$ cat src/rtl/gf180mcu_ocd_io_pwr_seq.sv
// Pad-ring supply sequencer: ramps NDOM supply domains up in index order,
// each gated on its debounced power-good, and down in reverse order.
module gf180mcu_ocd_io_pwr_seq #(
    parameter int NDOM    = 3,
    parameter int DEB     = 4,
    parameter int TIMEOUT = 64,
    parameter int OFF_DLY = 8,
    parameter int IDXW    = (NDOM > 1) ? $clog2(NDOM) : 1
) (
    input  logic            CLK,
    input  logic            RN,
    input  logic            PWR_REQ,
    input  logic [NDOM-1:0] PG,
    input  logic            CLR_FAULT,
    output logic [NDOM-1:0] EN,
    output logic            PWR_OK,
    output logic            BUSY,
    output logic            FAULT,
    output logic [IDXW-1:0] FAULT_DOM
);

    localparam int TMAX = (TIMEOUT > OFF_DLY) ? TIMEOUT : OFF_DLY;
    localparam int TW   = $clog2(TMAX + 1);
    localparam int DW   = $clog2(DEB + 1);

    localparam logic [TW-1:0]   T_TIMEOUT_LAST = TW'(TIMEOUT - 1);
    localparam logic [TW-1:0]   T_OFF_LAST     = TW'(OFF_DLY - 1);
    localparam logic [DW-1:0]   D_LAST         = DW'(DEB - 1);
    localparam logic [IDXW-1:0] LAST_IDX       = IDXW'(NDOM - 1);

    typedef enum logic [2:0] {
        ST_OFF,
        ST_RAMP,
        ST_ON,
        ST_DOWN,
        ST_FAULT
    } state_t;

    state_t          r_state;
    logic [IDXW-1:0] r_idx;
    logic [TW-1:0]   r_tmr;
    logic [DW-1:0]   r_deb;
    logic [NDOM-1:0] r_pgMeta;
    logic [NDOM-1:0] r_pgSync;
    logic [NDOM-1:0] r_en;
    logic            r_pwrOk;
    logic            r_busy;
    logic            r_fault;
    logic [IDXW-1:0] r_faultDom;

    logic            w_lowAny;
    logic [IDXW-1:0] w_lowIdx;
    logic            w_lostAny;
    logic [IDXW-1:0] w_lostIdx;
    logic            w_accept;
    logic            w_timeout;
    logic [IDXW-1:0] w_nextIdx;
    logic [IDXW-1:0] w_prevIdx;

    always_ff @(posedge CLK or negedge RN) begin
        if (!RN) begin
            r_pgMeta <= '0;
            r_pgSync <= '0;
        end else begin
            r_pgMeta <= PG;
            r_pgSync <= r_pgMeta;
        end
    end

    // Lowest domain whose synchronized PG is low, overall and among accepted ones.
    always_comb begin
        w_lowAny  = 1'b0;
        w_lowIdx  = '0;
        w_lostAny = 1'b0;
        w_lostIdx = '0;
        for (int i = NDOM - 1; i >= 0; i--) begin
            if (!r_pgSync[i]) begin
                w_lowAny = 1'b1;
                w_lowIdx = IDXW'(i);
                if (IDXW'(i) < r_idx) begin
                    w_lostAny = 1'b1;
                    w_lostIdx = IDXW'(i);
                end
            end
        end
    end

    assign w_accept  = r_pgSync[r_idx] && (r_deb == D_LAST);
    assign w_timeout = (r_tmr == T_TIMEOUT_LAST);
    assign w_nextIdx = r_idx + IDXW'(1);
    assign w_prevIdx = r_idx - IDXW'(1);

    always_ff @(posedge CLK or negedge RN) begin
        if (!RN) begin
            r_state    <= ST_OFF;
            r_idx      <= '0;
            r_tmr      <= '0;
            r_deb      <= '0;
            r_en       <= '0;
            r_pwrOk    <= 1'b0;
            r_busy     <= 1'b0;
            r_fault    <= 1'b0;
            r_faultDom <= '0;
        end else begin
            case (r_state)
                ST_OFF: begin
                    r_tmr <= '0;
                    r_deb <= '0;
                    if (PWR_REQ) begin
                        r_state <= ST_RAMP;
                        r_idx   <= '0;
                        r_en    <= NDOM'(1);
                        r_busy  <= 1'b1;
                    end
                end

                // Accept wins over an expiring timer on the same edge.
                ST_RAMP: begin
                    if (w_lostAny || (!w_accept && w_timeout)) begin
                        r_state    <= ST_FAULT;
                        r_en       <= '0;
                        r_pwrOk    <= 1'b0;
                        r_busy     <= 1'b0;
                        r_fault    <= 1'b1;
                        r_faultDom <= w_lostAny ? w_lostIdx : r_idx;
                        r_tmr      <= '0;
                        r_deb      <= '0;
                    end else if (!PWR_REQ) begin
                        r_state      <= ST_DOWN;
                        r_en[r_idx]  <= 1'b0;
                        r_tmr        <= '0;
                        r_deb        <= '0;
                    end else if (w_accept) begin
                        r_tmr <= '0;
                        r_deb <= '0;
                        if (r_idx == LAST_IDX) begin
                            r_state <= ST_ON;
                            r_pwrOk <= 1'b1;
                            r_busy  <= 1'b0;
                        end else begin
                            r_idx           <= w_nextIdx;
                            r_en[w_nextIdx] <= 1'b1;
                        end
                    end else begin
                        r_tmr <= r_tmr + TW'(1);
                        r_deb <= r_pgSync[r_idx] ? r_deb + DW'(1) : '0;
                    end
                end

                ST_ON: begin
                    if (w_lowAny) begin
                        r_state    <= ST_FAULT;
                        r_en       <= '0;
                        r_pwrOk    <= 1'b0;
                        r_busy     <= 1'b0;
                        r_fault    <= 1'b1;
                        r_faultDom <= w_lowIdx;
                    end else if (!PWR_REQ) begin
                        r_state     <= ST_DOWN;
                        r_en[r_idx] <= 1'b0;
                        r_pwrOk     <= 1'b0;
                        r_busy      <= 1'b1;
                        r_tmr       <= '0;
                    end
                end

                // EN[idx] is already low; after OFF_DLY edges drop the next one down.
                ST_DOWN: begin
                    if (r_tmr == T_OFF_LAST) begin
                        r_tmr <= '0;
                        if (r_idx == '0) begin
                            r_state <= ST_OFF;
                            r_busy  <= 1'b0;
                        end else begin
                            r_en[w_prevIdx] <= 1'b0;
                            r_idx           <= w_prevIdx;
                        end
                    end else begin
                        r_tmr <= r_tmr + TW'(1);
                    end
                end

                ST_FAULT: begin
                    if (CLR_FAULT && !PWR_REQ) begin
                        r_state    <= ST_OFF;
                        r_fault    <= 1'b0;
                        r_faultDom <= '0;
                        r_idx      <= '0;
                    end
                end

                default: begin
                    r_state <= ST_OFF;
                    r_en    <= '0;
                    r_pwrOk <= 1'b0;
                    r_busy  <= 1'b0;
                end
            endcase
        end
    end

    assign EN        = r_en;
    assign PWR_OK    = r_pwrOk;
    assign BUSY      = r_busy;
    assign FAULT     = r_fault;
    assign FAULT_DOM = r_faultDom;

endmodule

$ cat config.mk
export PLATFORM = sky130hd
export DESIGN_NAME = gf180mcu_ocd_io_pwr_seq
export DESIGN_NICKNAME = d
export VERILOG_FILES = /design/src/rtl/gf180mcu_ocd_io_pwr_seq.sv
export SDC_FILE = /design/constraint.sdc
export NUM_CORES = 1
export LEC_CHECK = 0
export CELL_PAD_IN_SITES_DETAIL_PLACEMENT = 1
export CELL_PAD_IN_SITES_GLOBAL_PLACEMENT = 2
export CORE_MARGIN = 3
export CORE_UTILIZATION = 33
export CTS_BUF_LIST = sky130_fd_sc_hd__clkbuf_8 sky130_fd_sc_hd__clkbuf_16
export DETAILED_ROUTE_END_ITERATION = 8
export GPL_ROUTABILITY_DRIVEN = 0
export GPL_TIMING_DRIVEN = 1
export PLACE_DENSITY_LB_ADDON = 0.2
export SLEW_MARGIN = 5
export SYNTH_ARGS = -nofsm -noshare
export SYNTH_HDL_FRONTEND = slang
export SYNTH_SLANG_ARGS = --single-unit
$ cat constraint.sdc
create_clock -name CLK -period 2.3 [get_ports CLK]
set_input_delay 0.69 -clock CLK [delete_from_list [all_inputs] [get_ports CLK]]
set_output_delay 0.69 -clock CLK [all_outputs]
set_load 0.02 [all_outputs]
==> results.md <==
- Status: finished, final reports clean
- Placement row count: 27
- Core area: 0.00557 mm²
- Root Buffer: clkbuf_8
- Post-synth ARST share: 1.00
- Layout area overhead: 34.5%
- Syn avg cell area: 9.17 µm²
- TritonRoute pass-1 iters: 4
- Clock Latency Late Sink: between 200 and 300 ps
- Finished Core Util: 0.463
- Clk sinks: 29
- Hold Path Depth: 0
- Register bit total from synthesis: 29
- Initial Util: 0.344
- Final Hold Violating Endpoints: 0
- Remaining Overflow, GRT: 0
- Area of the die: 0.00676 mm²
- Die width: 82.2 µm
- CP endpoint kind: flop
- Initial antenna violation count: 0
- Fmax: approximately 440 MHz
- Worst-Margin Slew: 688 ps
- Max VDD drop: around 0.54 mV
- P_leak: 1.14 nW
- Pin count of the biggest net entering global routing: 30
- Setup TNS: 0 ps
- DRC: 0
- Fin crit period: 2290 ps
- RSZ-0062 raised after global routing: true
- H-tree depth: 2
- DP Area: ~0.0024 mm²
- Warning count from the yosys run: 0
- CP required: 2500 ps
- Top FF cell, synth: dfrtp_1
- Cell taking the most area after synthesis: dfrtp_1
- Antenna cells: 0
- Crit path max fanout: 8
- EDFF count, synth: 0
- Clock Tree Buf Depth: 2
- Mapped cell area: 0.00192 mm²
- Fraction of layout cells with a size suffix above 1: 0.274
- Critical path class: flop to flop
- First-pass GRT wire length: slightly above 10 mm
- Power Density: 1140 mW/mm²
- Final instance area: 0.00258 mm²
- Count of cell types in the netlist: 56
- Max Cap Viol: 0
- Total wire length: 6.17 mm
- ANT nets after route: 0
- Cts bufs inserted: 5
- CTS clk-pin slew, worst paths: 70 ps
- # setup viols final: 0
- WP data arrival: 2490 ps
- Ranking of synthesized cells by area: dfrtp_1, ha_1, a21oi_1
- Overall power: 2.94 mW
- Io pins: 15
- CP startpoint kind: flop
- WL/cell: ~18 µm
- DP Wirelength: 4.64 mm
- Vias in the first global route: 2079
- DRT iter0 DRCs: 110
- Relative slew slack: 0.540
- IO buf count: 14
- Syn Inst Count: ~210
- Yosys top cell area share: 0.379
- Hold Crit Class: flop to flop
- CTS tree: built
- Via count: around 1900
- Die H: 82.2 µm
- Period utilization: 0.994
- Final Max Slew Viols: 0
- Worst reg2reg path depth: 6
- Net Count, Synth: roughly 220
- Clk_skew: 10.9 ps
- Register area share after synthesis: 0.379
- Fin nets: 277
- Vias/cell: 5.59
- Gr usage total: 0.201
[synth_stat cells, types with 2 or more instances]
cell and instances:
a41oi_1 2, a22o_1 2, buf_6 2, nor4_1 4
nor2_1 17, mux2_1 5, clkbuf_1 5, nor3_1 6
o21ai_1 5, nand2b_1 4, dfrtp_1 29, ha_1 8
mux2_2 2, a21oi_1 18, a211oi_1 4, and2_1 2
a21o_1 5, nand2_1 11, mux2i_1 2, nor2b_1 5
a31oi_1 5, a21boi_0 2, nand3_1 5, inv_1 11
o22ai_1 5, and3_1 3, o21ai_0 11
[critical path, stage by stage (launching register included)]
cell     delay [ps]
dfrtp_2         470
ha_4            180
and3b_1         190
or4_4           580
or3_4           410
a21o_1          170
a31oi_1         180
[cell usage in the layout (no fill, tap or decap), types with 3 or more instances in the layout]
cell type,count
buf_4,38
dfrtp_1,27
nor2_1,17
a21oi_1,17
clkdlybuf4s50_1,14
inv_1,11
nand2_1,10
o21ai_0,10
o21ai_1,6
nor3_1,6
nand3_1,5
o22ai_1,5
a31oi_1,5
ha_1,5
clkbuf_8,5
nor2b_1,4
a21o_1,4
nand2b_1,4
mux2_1,4
a211oi_2,3
nor4_1,3
and3_1,3
ha_4,3
[final timing paths]
| check | slack [ps] | to | start |
|---|---|---|---|
| setup / recovery | 10 | r_tmr[3]$_DFFE_PN0P_ | r_idx[1]$_DFFE_PN0P_ |
| hold / removal | 350 | r_pgSync[2]$_DFF_PN0_ | r_pgMeta[2]$_DFF_PN0_ |
| setup reg to reg | 10 | r_tmr[3]$_DFFE_PN0P_ | r_idx[1]$_DFFE_PN0P_ |
| hold reg to reg | 350 | r_pgSync[2]$_DFF_PN0_ | r_pgMeta[2]$_DFF_PN0_ |
| max in group asynchronous | 1220 | r_pgSync[0]$_DFF_PN0_ | RN |
| min in group asynchronous | 770 | EN[1]$_DFFE_PN0P_ | RN |
[report_power, final]
part / switching [mW] / internal, mW
logic: 0.959 / 0.846
clock network: 0.213 / 0.205
registers: 0.0947 / 0.626
total: 1.27 / 1.68
[per-stage QoR]
stage | setup slack, ps | cells | hold slack (ps)
after detailed placement | -272 | 321 | 336
after CTS | 4.84 | 329 | 351
final | 14.0 | 335 | 349
after floorplan | 17.2 | 209 | 331
after global placement | -132 | 321 | 332
after global routing | -49.3 | 335 | 358
[routing by layer]
metal,part of all wire,track usage
met5,0,0
met4,0.014,0.0880
met3,0.036,0.0401
met2,0.50,0.332
met1,0.45,0.254
[kinds of logic after synthesis]
| kind of cell | Yosys count | share of synthesized area |
|---|---|---|
| buffers and inverters | 19 | 0.0470 |
| AND/OR/NAND/NOR | 67 | 0.193 |
| multiplexers | 9 | 0.0516 |
| flip-flops | 29 | 0.379 |
| adder cells (fa/ha/maj) | 8 | 0.0522 |
| XOR/XNOR | 1 | 0.00457 |
| AO/OA/AOI/OAI | 76 | 0.274 |
[final cells by class]
type | count | area (µm²)
sequential | 29 | 728
timing repair buffer | 54 | 448
multi-input combinational | 161 | 1190
inverter | 11 | 43.8
tap | 72 | 90.1
fill | 684 | 3000
clock buffer | 5 | 68.8
clock inverter | 3 | 13.8
[what timing repair did]
item | 4_1_cts | 5_1_grt
gates cloned | 0 | 0
gates resized for setup | 3 | 21
hold buffers | 0 | 0
setup endpoints to repair | 5 | 17
pin swaps | 1 | 4
buffers inserted | 0 | 6
[sequential cells by signal (all words and copies together), names as in the netlist]
| name | flops |
|---|---|
| r_tmr | 7 |
| EN | 3 |
| r_deb | 3 |
| r_pgMeta | 3 |
| r_pgSync | 3 |
| r_state | 3 |
| FAULT_DOM | 2 |
| r_idx | 2 |
| BUSY | 1 |
| FAULT | 1 |
| PWR_OK | 1 |
Note: power is estimated with default switching activity, not from simulation.
